**src/rtl/if_prefetch_queue_pkg.sv**
```systemverilog
// if_pkg: shared slot type, NOP encoding and level-width helper
// for the instruction prefetch queue.
package if_pkg;
  localparam logic [31:0] NOP_INSTR = 32'h0000_0013;
  localparam int PC_MAX_W = 64;

  typedef struct packed {
    logic [PC_MAX_W-1:0] pc;
    logic [31:0]         instr;
    logic                filled;
  } fetch_slot_t;

  function automatic int lvl_w(input int depth);
    return $clog2(depth) + 1;
  endfunction
endpackage

```
**src/rtl/if_prefetch_queue_if.sv**
```systemverilog
// Fetch-unit bundle: imem request/response plus ID handshake.
// master = prefetch queue side, slave = memory/ID side.
interface if_prefetch_queue_if
  import if_pkg::*;
#(
  parameter int XLEN  = 32,
  parameter int DEPTH = 4
) ();
  logic                      imem_req_valid_o;
  logic                      imem_req_ready_i;
  logic [XLEN-1:0]           imem_req_addr_o;
  logic                      imem_rsp_valid_i;
  logic [31:0]               imem_rsp_data_i;
  logic                      id_valid_o;
  logic                      id_ready_i;
  logic [31:0]               id_instr_o;
  logic [XLEN-1:0]           id_pc_o;
  logic                      redirect_i;
  logic [XLEN-1:0]           redirect_pc_i;
  logic [lvl_w(DEPTH)-1:0]   level_o;

  modport master (
    output imem_req_valid_o, imem_req_addr_o,
    output id_valid_o, id_instr_o, id_pc_o, level_o,
    input  imem_req_ready_i, imem_rsp_valid_i,
    input  imem_rsp_data_i, id_ready_i,
    input  redirect_i, redirect_pc_i
  );

  modport slave (
    input  imem_req_valid_o, imem_req_addr_o,
    input  id_valid_o, id_instr_o, id_pc_o, level_o,
    output imem_req_ready_i, imem_rsp_valid_i,
    output imem_rsp_data_i, id_ready_i,
    output redirect_i, redirect_pc_i
  );
endinterface

```
**src/rtl/if_prefetch_queue_slot_ring.sv**
```systemverilog
// fetch_slot_ring: DEPTH slots walked by alloc/fill/read pointers;
// full/empty come from the counts, never from pointer equality.
module fetch_slot_ring
  import if_pkg::*;
#(
  parameter int XLEN  = 32,
  parameter int DEPTH = 4,
  localparam int PW   = $clog2(DEPTH),
  localparam int CW   = lvl_w(DEPTH)
) (
  input  logic            clk_i,
  input  logic            rst_i,
  input  logic            flush_i,
  input  logic            alloc_en_i,
  input  logic [XLEN-1:0] alloc_pc_i,
  input  logic            fill_en_i,
  input  logic [31:0]     fill_data_i,
  input  logic            rd_en_i,
  output fetch_slot_t     head_o,
  output logic [CW-1:0]   alloc_cnt_o,
  output logic [CW-1:0]   fill_cnt_o
);
  fetch_slot_t   slots [DEPTH];
  logic [PW-1:0] alloc_ptr;
  logic [PW-1:0] fill_ptr;
  logic [PW-1:0] rd_ptr;

  assign head_o = slots[rd_ptr];

  always_ff @(posedge clk_i) begin
    if (rst_i || flush_i) begin
      alloc_ptr   <= '0;
      fill_ptr    <= '0;
      rd_ptr      <= '0;
      alloc_cnt_o <= '0;
      fill_cnt_o  <= '0;
      for (int i = 0; i < DEPTH; i++)
        slots[i].filled <= 1'b0;
    end else begin
      if (alloc_en_i) begin
        slots[alloc_ptr].pc     <= PC_MAX_W'(alloc_pc_i);
        slots[alloc_ptr].filled <= 1'b0;
        alloc_ptr <= alloc_ptr + PW'(1);
      end
      if (fill_en_i) begin
        slots[fill_ptr].instr  <= fill_data_i;
        slots[fill_ptr].filled <= 1'b1;
        fill_ptr <= fill_ptr + PW'(1);
      end
      // read last: a bypassed slot is freed without staying filled
      if (rd_en_i) begin
        slots[rd_ptr].filled <= 1'b0;
        rd_ptr <= rd_ptr + PW'(1);
      end
      alloc_cnt_o <= alloc_cnt_o + CW'(alloc_en_i)
                   - CW'(rd_en_i);
      fill_cnt_o  <= fill_cnt_o + CW'(fill_en_i)
                   - CW'(rd_en_i);
    end
  end
endmodule

```
**src/rtl/if_prefetch_queue.sv**
```systemverilog
// Instruction prefetch queue: fetch PC, inflight/drop tracking.
// Define FETCH_BYPASS_EN for same-cycle response-to-ID bypass.
module if_prefetch_queue
  import if_pkg::*;
#(
  parameter int              XLEN            = 32,
  parameter int              DEPTH           = 4,
  parameter int              MAX_OUTSTANDING = 2,
  parameter logic [XLEN-1:0] RESET_PC        = '0
) (
  input logic                 clk_i,
  input logic                 rst_i,
  if_prefetch_queue_if.master bus
);
  localparam int CW = lvl_w(DEPTH);

  logic [XLEN-1:0] fetch_pc;
  logic [CW-1:0]   inflight;
  logic [CW-1:0]   drop_cnt;
  logic [CW-1:0]   alloc_cnt;
  logic [CW-1:0]   fill_cnt;
  logic [CW-1:0]   pending;
  fetch_slot_t     head;
  logic            req_acc;
  logic            rsp;
  logic            drop_now;
  logic            fill_en;
  logic            bypass;
  logic            deq;
  logic            unused_pc;

  assign bus.imem_req_valid_o = !rst_i
    && (alloc_cnt < CW'(DEPTH))
    && (inflight < CW'(MAX_OUTSTANDING));
  assign bus.imem_req_addr_o = fetch_pc;

  assign req_acc  = bus.imem_req_valid_o
                  & bus.imem_req_ready_i;
  assign rsp      = bus.imem_rsp_valid_i;
  assign drop_now = drop_cnt != '0;
  assign fill_en  = rsp & ~drop_now;
  assign pending  = inflight + CW'(req_acc) - CW'(rsp);

`ifdef FETCH_BYPASS_EN
  assign bypass = fill_en & (fill_cnt == '0);
`else
  assign bypass = 1'b0;
`endif

  assign bus.id_valid_o = head.filled | bypass;
  assign deq = bus.id_valid_o & bus.id_ready_i;
  assign bus.level_o = fill_cnt;
  assign unused_pc = ^head.pc;

  always_comb begin
    bus.id_instr_o = NOP_INSTR;
    bus.id_pc_o    = '0;
    if (bus.id_valid_o) begin
      bus.id_pc_o    = head.pc[XLEN-1:0];
      bus.id_instr_o = head.filled ? head.instr
                                   : bus.imem_rsp_data_i;
    end
  end

  always_ff @(posedge clk_i) begin
    if (rst_i) begin
      fetch_pc <= RESET_PC;
      inflight <= '0;
      drop_cnt <= '0;
    end else begin
      inflight <= pending;
      // this cycle's accept/response are pre-redirect
      if (bus.redirect_i) begin
        fetch_pc <= {bus.redirect_pc_i[XLEN-1:2], 2'b00};
        drop_cnt <= pending;
      end else begin
        if (req_acc)
          fetch_pc <= fetch_pc + XLEN'(4);
        if (rsp && drop_now)
          drop_cnt <= drop_cnt - CW'(1);
      end
    end
  end

  fetch_slot_ring #(
    .XLEN  (XLEN),
    .DEPTH (DEPTH)
  ) u_ring (
    .clk_i       (clk_i),
    .rst_i       (rst_i),
    .flush_i     (bus.redirect_i),
    .alloc_en_i  (req_acc),
    .alloc_pc_i  (fetch_pc),
    .fill_en_i   (fill_en),
    .fill_data_i (bus.imem_rsp_data_i),
    .rd_en_i     (deq),
    .head_o      (head),
    .alloc_cnt_o (alloc_cnt),
    .fill_cnt_o  (fill_cnt)
  );
endmodule

```
**src/flat_wrapper.sv**
```systemverilog
// flat-port wrapper written by rule: the top's interface ports become plain ports
module if_prefetch_queue_flat import if_pkg::*;
#(
  parameter int              XLEN            = 32,
  parameter int              DEPTH           = 4,
  parameter int              MAX_OUTSTANDING = 2,
  parameter logic [XLEN-1:0] RESET_PC        = '0
)
  (clk_i, rst_i, bus_imem_req_valid_o, bus_imem_req_addr_o, bus_id_valid_o, bus_id_instr_o, bus_id_pc_o, bus_level_o, bus_imem_req_ready_i, bus_imem_rsp_valid_i, bus_imem_rsp_data_i, bus_id_ready_i, bus_redirect_i, bus_redirect_pc_i);
  if_prefetch_queue_if #(.XLEN(XLEN), .DEPTH(DEPTH)) bus_i ();
  input logic clk_i;
  input logic rst_i;
  output wire logic [$bits(bus_i.imem_req_valid_o)-1:0] bus_imem_req_valid_o;
  output wire logic [$bits(bus_i.imem_req_addr_o)-1:0] bus_imem_req_addr_o;
  output wire logic [$bits(bus_i.id_valid_o)-1:0] bus_id_valid_o;
  output wire logic [$bits(bus_i.id_instr_o)-1:0] bus_id_instr_o;
  output wire logic [$bits(bus_i.id_pc_o)-1:0] bus_id_pc_o;
  output wire logic [$bits(bus_i.level_o)-1:0] bus_level_o;
  input wire logic [$bits(bus_i.imem_req_ready_i)-1:0] bus_imem_req_ready_i;
  input wire logic [$bits(bus_i.imem_rsp_valid_i)-1:0] bus_imem_rsp_valid_i;
  input wire logic [$bits(bus_i.imem_rsp_data_i)-1:0] bus_imem_rsp_data_i;
  input wire logic [$bits(bus_i.id_ready_i)-1:0] bus_id_ready_i;
  input wire logic [$bits(bus_i.redirect_i)-1:0] bus_redirect_i;
  input wire logic [$bits(bus_i.redirect_pc_i)-1:0] bus_redirect_pc_i;
  assign bus_imem_req_valid_o = bus_i.imem_req_valid_o;
  assign bus_imem_req_addr_o = bus_i.imem_req_addr_o;
  assign bus_id_valid_o = bus_i.id_valid_o;
  assign bus_id_instr_o = bus_i.id_instr_o;
  assign bus_id_pc_o = bus_i.id_pc_o;
  assign bus_level_o = bus_i.level_o;
  assign bus_i.imem_req_ready_i = bus_imem_req_ready_i;
  assign bus_i.imem_rsp_valid_i = bus_imem_rsp_valid_i;
  assign bus_i.imem_rsp_data_i = bus_imem_rsp_data_i;
  assign bus_i.id_ready_i = bus_id_ready_i;
  assign bus_i.redirect_i = bus_redirect_i;
  assign bus_i.redirect_pc_i = bus_redirect_pc_i;
  if_prefetch_queue #(.XLEN(XLEN), .DEPTH(DEPTH), .MAX_OUTSTANDING(MAX_OUTSTANDING), .RESET_PC(RESET_PC)) u_core (.clk_i(clk_i), .rst_i(rst_i), .bus(bus_i));
endmodule
```
**config.mk**
```make
export PLATFORM = sky130hd
export DESIGN_NAME = if_prefetch_queue_flat
export DESIGN_NICKNAME = d
export VERILOG_FILES = /design/src/rtl/if_prefetch_queue_pkg.sv /design/src/rtl/if_prefetch_queue_if.sv /design/src/rtl/if_prefetch_queue_slot_ring.sv /design/src/rtl/if_prefetch_queue.sv /design/src/flat_wrapper.sv
export SDC_FILE = /design/constraint.sdc
export NUM_CORES = 1
export LEC_CHECK = 0
export BUFFER_PORTS_ARGS = -buffer_cell sky130_fd_sc_hd__buf_2
export CORE_MARGIN = 4
export CORE_UTILIZATION = 45
export DETAILED_ROUTE_END_ITERATION = 10
export PLACE_DENSITY_LB_ADDON = 0.25
export SYNTH_ARGS = -nofsm -noshare
export SYNTH_HDL_FRONTEND = slang
export SYNTH_HIERARCHICAL = 1
export SYNTH_SLANG_ARGS = --single-unit
```
**constraint.sdc**
```tcl
create_clock -name clk_i -period 4.8 [get_ports clk_i]
set_input_delay 0.24 -clock clk_i [delete_from_list [all_inputs] [get_ports clk_i]]
set_output_delay 0.24 -clock clk_i [all_outputs]
set_load 0.005 [all_outputs]
```
# --- After elaboration in Yosys (flattened, before gate mapping) ---
# Memory sizes are Yosys's and may differ from the RTL's. A register that Yosys moved wholly into a read port is not among the register bits.
# Cells that the tools add are included.
totals:
  reg_bits: 50
  latchBits: 0
  mem_bits_rw: 260
  mem_bits_ro: 0
  inputBits: 70
  out_inout_bits: 101
  n_memories: 1
classes:
  add_sub_neg: 11
  mul: 0
  div: 0
  magnitude_cmp: 2
  n_eq_ne: 0
  shifts: 0
  muxes: 28
  bitwise_logic: 4
  n_reduce_logical: 12
mem_list:
  columns: ["memory", "words", "word_bits", "rd", "rd_ports_with_merged_regs", "wr", "line_no", "rtl"]
  rows:
  - ["u_core.u_ring.slots", 4, 65, 1, 1, 4, "if_prefetch_queue_slot_ring.sv:23", "fetch_slot_t slots [DEPTH];"]
ops:
  columns: ["operator", "count"]
  rows:
  - ["$mux 65", 3]
  - ["$reduce_or 65->1", 3]
  - ["$mux 32", 4]
  - ["$add 32x3->32 const B", 1]
  - ["$mux 2", 6]
  - ["$mux 3", 4]
  - ["$mux 1", 11]
  - ["$add 3x1->3", 3]
  - ["$sub 3x1->3", 3]
  - ["$add 2x1->2 const B", 3]
  - ["$reduce_bool 2->1", 2]
  - ["$and 1x1->1", 3]
  - ["$logic_and 1x1->1", 3]
  - ["$lt 3x2->1 const B", 1]
  - ["$lt 3x3->1 const B", 1]
  - ["$reduce_bool 3->1", 1]
  - ["$sub 3x1->3 const B", 1]
  - ["$reduce_or 2->1", 1]
  - ["$logic_not 1->1", 1]
  - ["$logic_or 1x1->1", 1]
  - ["$not 1->1", 1]

# --- Longest topological paths before layout ---
# Gate-level depths: netlist of run 1.
depth:
  word_depth: 9
  ltp_mapped: 12
  depth_no_buf: 11

# --- Hierarchy ---
# The synthesis of run 1 kept the hierarchy.
modules_own_cells:
  columns: ["module", "n_inst", "cells_each", "area_each_um2", "seq_area_each_um2"]
  rows:
  - ["fetch_slot_ring", 1, 463, 10443.8, 8047.7]
  - ["if_prefetch_queue", 1, 331, 2595.0, 720.7]

# --- Worst setup path before layout of run 1 ---
# No wires, ideal clock.
synth_timing:
  path_kind: "flip-flop to flip-flop"
  start: "register u_core.inflight[1]"
  end: "memory u_core/u_ring/slots[0][33] (netlist bit) (enable)"
  arrival_ps: 3403
  t_required_ps: 4339
  setup_slack_ps: 936
  path_stages_with_launch: 8
  period_less_slack_ps: 3864
  cell_sequence: "dfxtp_1 -> inv_1 -> ha_1 -> and4bb_1 -> buf_4 -> buf_2 -> nand2b_1 -> nor3_1"
synth_lines:
  columns: ["element", "line_no", "rtl"]
  rows:
  - ["start: declaration", "if_prefetch_queue.sv:18", "logic [CW-1:0] inflight;"]
  - ["start signal: assignment", "if_prefetch_queue.sv:71", "inflight <= pending;"]
  - ["end: declaration", "if_prefetch_queue_slot_ring.sv:23", null]

==> reports/metrics.yaml, run 1 <==
run:
  timing.max_cap.violations: 0
floorplanning:
  initial_core_util: 0.458
  rows: 61
  die_height_um: 177
  pin_count: 171
  die_w_um: 177
  die_area_mm2: 0.0312
  fp.coreArea_mm2: 0.0279
finish:
  num-fill-cells: 2286
  fin_cells: 1390
  area_growth_pct: 21.5
  nets: 1077
  drive_above_1_share: 0.315
  fin_util: 0.556
  multi_input_comb_area_mm2: 0.00374
  diodes: 0
  ff_latch_area_mm2: 0.00878
synthesis:
  synthCells: 761
  avgSynthCellArea_um2: 16.8
  ys_warn_count: 6
  netlist_area_mm2: 0.0128
timing:
  finalHoldViolCount: 0
  rsz0062_at_grt: "no"
  max_freq_mhz: 311
  fin_crit_ps: 3210
  fin_crit_sh: 0.670
  drv_slew: 0
  worst_pin_slew_ps: 1170
  skew_ps: 11.7
  setup_viol: 0
  fin_setup_tns_ps: 0
  max-slew-margin-rel: 0.215
pwr:
  combinationalPowerShare: 0.074
  netSwitchingFraction: 0.213
  p_switching_mw: 1.29
  p_leak_nw: 5.48
  ir_worst_vdd_uv: 205
  pwr-share-clk: 0.422
  power_density_mw_per_mm2: 388
  p_seq_frac: 0.504
  intPower_mw: 4.75
  finalPower_mw: 6.04
setup_path:
  worstPathRequired_ps: 4560
  crit_path_start_kind: "flop"
  cp_top_family: "buffers and inverters"
  end_kind: "output pin"
  cp_slowest_cell: "buf_4"
  max_stage_delay_ps: 750
  worstPathArrival_ps: 2970
  crit_fanout: 40
  worstPathCellList: "buf_4 -> mux4_2 -> nand2b_1 -> buf_2"
  crit_type: "flop to output pin"
  worst-path-buf-inv: 2
routing:
  vias: 7272
  routed_wl_um: 27600
  drc: 0
  ant_nets: 0
  wl_per_cell_um: 19.8
  firstDrtPassIters: 5
  via_per_inst: 5.23
  drtIter0Drc: 428
cts:
  clock-sinks: 310
  clockBufferDepth: 3
  clock_latency_ps: 500
  cts_buffers: 34
  cts_tree: "yes"
  cts_root_buf: "clkbuf_16"
  cts_max_level: 2
  clkTransAtPathRegs_ps: 60
place:
  portBuffers: 166
  dpl.hpwl_um: 16100
  place_congestion: 0.759
  placedCellCount: 1282
grt:
  grt_pass1_vias: 7508
  grt_max_degree: 66
  grt_pass1_wl_um: 42700
  grtUsageTotal: 0.176
  overflow: 0
  antenna_found_initial: 1
min_path:
  hp-class: "input port to flop"
outcome:
  outcome: "complete, no violations"
## worst paths after layout
kind,from,endpoint,slack (ps),depth (start not counted)
worst max-delay path,flop,bus_id_instr_o[1],1590,4
worst min-delay path,bus_redirect_pc_i[19],u_core/bus.imem_req_addr_o[19],20,3
worst max register to register,flop,u_core/u_ring/fill_cnt_o[2],1790,9
worst min register to register,u_core/u_ring/slots[0][0],u_core/u_ring/slots[0][0],500,2
## area by class of cell
class,count,share of cell area
flip-flops and latches,310,0.565
multi-input cells,397,0.241
repair buffers,220,0.0869
clock buffers,48,0.0642
well taps,378,0.0304
clock inverters,14,0.00741
inverters,23,0.00555
## repair_timing
item | 4_1_cts | 5_1_grt
gates resized for setup | 0 | 0
setup endpoints to repair | 0 | 0
buffers inserted | 0 | 0
hold buffers | 45 | 1
hold endpoints to repair | 141 | 1
## power groups by stage
stage	logic [mW]	registers (mW)	clock network, mW
after floorplan	0.262	3.08	0
after global placement	0.414	3.10	0
after detailed placement	0.419	3.10	0
after CTS	0.450	3.04	2.62
after global routing	0.500	3.05	2.73
final	0.444	3.04	2.55
## tightest hold or removal path: cells and delay by family
kind            cells  cell delay [ps]
compound gates      2              150
buf+inv             1               80
## per-stage QoR
| stage | worst slack (ps) | hold WS, ps | instance area [um2] |
|---|---|---|---|
| 2_1_floorplan | 936 | 339 | 12800 |
| 3_3_place_gp | 1750 | 456 | 14000 |
| 3_5_place_dp | 1770 | 458 | 14000 |
| 4_1_cts | 1470 | 0.807 | 15500 |
| 5_1_grt | 1320 | 22.6 | 15500 |
| 6_report | 1590 | 21.5 | 15500 |
## flip-flops by register name (all words and copies together) (netlist names), named ones only
register / cells
u_core/u_ring/alloc_ptr: 2
u_core/bus.imem_req_addr_o: 30
u_core/u_ring/fill_cnt_o: 3
u_core/drop_cnt: 3
u_core/u_ring/rd_ptr: 2
u_core/u_ring/fill_ptr: 2
u_core/inflight: 3
u_core/u_ring/alloc_cnt_o: 3
u_core/u_ring/slots: 260
## cells in the final DEF, fill, tap and decap left out, types with 3 or more instances in the layout
cell	count
nor3_2	4
conb_1	10
a31oi_1	4
clkinv_1	8
o21ai_0	6
nand2_1	37
clkbuf_1	8
buf_2	166
ha_1	18
and3_1	5
nor4_1	3
nor2_4	4
mux2i_1	4
fa_1	3
clkbuf_16	37
dfxtp_1	52
a211oi_1	12
and2_1	66
xnor2_1	31
nor2_1	30
buf_4	8
clkbuf_8	3
nor3_1	8
nor4_2	6
nand2b_1	6
mux4_2	65
edfxtp_1	256
inv_1	22
a21oi_1	21
clkinv_2	4
nand4_1	6
dlygate4sd3_1	46
and3_2	4
nand3_1	9
## routing by layer
layer,up-vias,routed length [um],GRT usage
li1,3362,-,-
met1,3670,12300,0.248
met2,202,13400,0.291
met3,36,1420,0.0314
met4,2,440,0.0393
met5,-,13,0
(Power assumes the default switching activity.)
==> inputs of run 2 (changes only) <==
ABC_AREA = 1   (was unset)
clock period = 2.7 ns   (was 4.8 ns; I/O delays follow)
==> reports/metrics.yaml, run 2 <==
setup_path:
  worstReg2RegStart: "u_core/inflight[1]"
  crit_path_start_kind: "flop"  # unchanged
  crit_type: "flop to output pin"  # unchanged
  end_kind: "output pin"  # unchanged
  reg2regPathDepth: 13  # was 9
  crit_fanout: 65  # was 40
  regToRegSetupSlack_ps: 400  # was 1790 ps
  worstPathArrival_ps: 2370  # was 2970 ps
  worstPathRequired_ps: 2570  # was 4560 ps
floorplanning:
  die_area_mm2: 0.0330  # was 0.0312 mm2
  die_w_um: 182  # was 177 um
  fp.coreArea_mm2: 0.0296  # was 0.0279 mm2
  die_height_um: 182  # was 177 um
  rows: 63  # was 61
  initial_core_util: 0.457  # was 0.458
  pin_count: 171  # unchanged
grt:
  grt.met2_usage: 0.307  # was 0.291
  met1_usage: 0.262  # was 0.248
  grt_max_degree: 129  # was 66
  grt_use_met3: 0.0308  # was 0.0314
  grt_pass1_wl_um: 50500  # was 42700 um
  grt_pass1_vias: 9580  # was 7508
  antenna_found_initial: 0  # was 1
  grtUsageTotal: 0.188  # was 0.176
  overflow: 0  # unchanged
  busiest_layer: "met2"  # unchanged
timing:
  worst_pin_slew_ps: 870  # was 1170 ps
  rsz0062_at_grt: "no"  # unchanged
  fin_crit_sh: 0.927
  max_freq_mhz: 400
  fin_setup_tns_ps: 0  # unchanged
  max-slew-margin-rel: 0.420  # was 0.215
  fin_crit_ps: 2500
  skew_ps: 27.7  # was 11.7 ps
  setup_viol: 0  # unchanged
  drv_slew: 0  # unchanged
  finalHoldViolCount: 0  # unchanged
synthesis:
  synthCells: 1291  # was 761
  ys_warn_count: 6  # unchanged
  netlist_area_mm2: 0.0136  # was 0.0128 mm2
  avgSynthCellArea_um2: 10.5  # was 16.8 um2
cts:
  cts_max_level: 2  # unchanged
  clock-sinks: 310  # unchanged
  cts_tree: "yes"  # unchanged
  clock_latency_ps: 510  # was 500 ps
  clockBufferDepth: 3  # unchanged
  cts_buffers: 35  # was 34
  cts_root_buf: "clkbuf_16"  # unchanged
  cts_setup_buffers: 0  # unchanged
  clkTransAtPathRegs_ps: 60  # about the same
finish:
  nets: 1609  # was 1077
  largest_register_ffs: 260  # unchanged
  largest_register: "u_core/u_ring/slots"  # unchanged
  diodes: 0  # unchanged
  mostFrequentLayoutCell: "edfxtp_1"  # unchanged
  fin_util: 0.555  # was 0.556
  fin_cells: 1934  # was 1390
  area_growth_pct: 21.4  # was 21.5%
  layout_common_cells: "edfxtp_1, nand2_1, nor2_1"  # was edfxtp_1, buf_2, and2_1
  stdcell_area_mm2: 0.0164  # was 0.0155 mm2
  drive_above_1_share: 0.177  # was 0.315
pwr:
  ir_worst_vdd_uv: 464  # was 205 uV
  finalPower_mw: 10.7  # was 6.04 mW
  power_density_mw_per_mm2: 652  # was 388 mW/mm2
  p_leak_nw: 6.78  # was 5.48 nW
outcome:
  outcome: "complete, no violations"  # unchanged
routing:
  via_per_inst: 5.12  # was 5.23
  routed_wl_um: 31800  # was 27600 um
  drtIter0Drc: 673  # was 428
  drc: 0  # unchanged
  ant_nets: 0  # unchanged
  vias: 9899  # was 7272
  wl_per_cell_um: 16.4  # was 19.8 um
  firstDrtPassIters: 5  # unchanged
min_path:
  hold_depth: 4  # was 3
  worstHoldStart: "bus_redirect_pc_i[22]"  # was bus_redirect_pc_i[19]
  hp-class: "input port to flop"  # unchanged
run:
  timing.max_cap.violations: 0  # unchanged
place:
  placedCellCount: 1810  # was 1282
  place_congestion: 0.841  # was 0.759
  placed_cell_area_mm2: 0.0148  # was 0.0140 mm2
  dpl.hpwl_um: 18100  # was 16100 um
  portBuffers: 166  # unchanged
[run 2: report_power, final]
group	internal [mW]	switching, mW	total (mW)
clock	2.54	1.83	4.38
combinational	0.376	0.552	0.928
sequential	5.30	0.122	5.43
total	8.22	2.51	10.7
[run 2: cell type report]
type                       count  area (um2)
fill                        2517       13200
sequential                   310        8770
multi-input combinational    765        3810
timing repair buffer         245        1690
clock buffer                  44         961
inverter                     161         606
tap                          390         488
clock inverter                19         121
[run 2: worst paths after layout]
kind                                                       end
worst max-delay path                        bus_id_instr_o[10]
worst max register to register              u_core/drop_cnt[2]
worst min register to register       u_core/u_ring/slots[3][0]
worst min-delay path            u_core/bus.imem_req_addr_o[22]
[run 2: timing repair]
item,in CTS,in global routing
endpoints found under the setup margin,0,13
hold endpoints to repair,157,0
resized for setup,0,1
hold buffers,61,0
[run 2: critical path, stage by stage, from the launching register on]
cell      delay (ps)
dfxtp_4          370
clkinv_2          80
a21oi_1          140
o21ai_1           90
nand2_2           70
buf_4            680
nand2_1          210
inv_1             90
buf_2            110
[run 2: routing by layer]
layer  share of wire  up-vias
li1                -     4815
met1            0.45     4684
met2            0.46      348
met3           0.066       52
met4           0.020        0
met5               0        -
[run 2: through the flow]
stage,hold WS [ps],setup WS (ps)
after floorplan,234,133
after global placement,350,433
after detailed placement,352,384
after CTS,27.5,98.8
after global routing,72.2,0.132
final,55.8,197
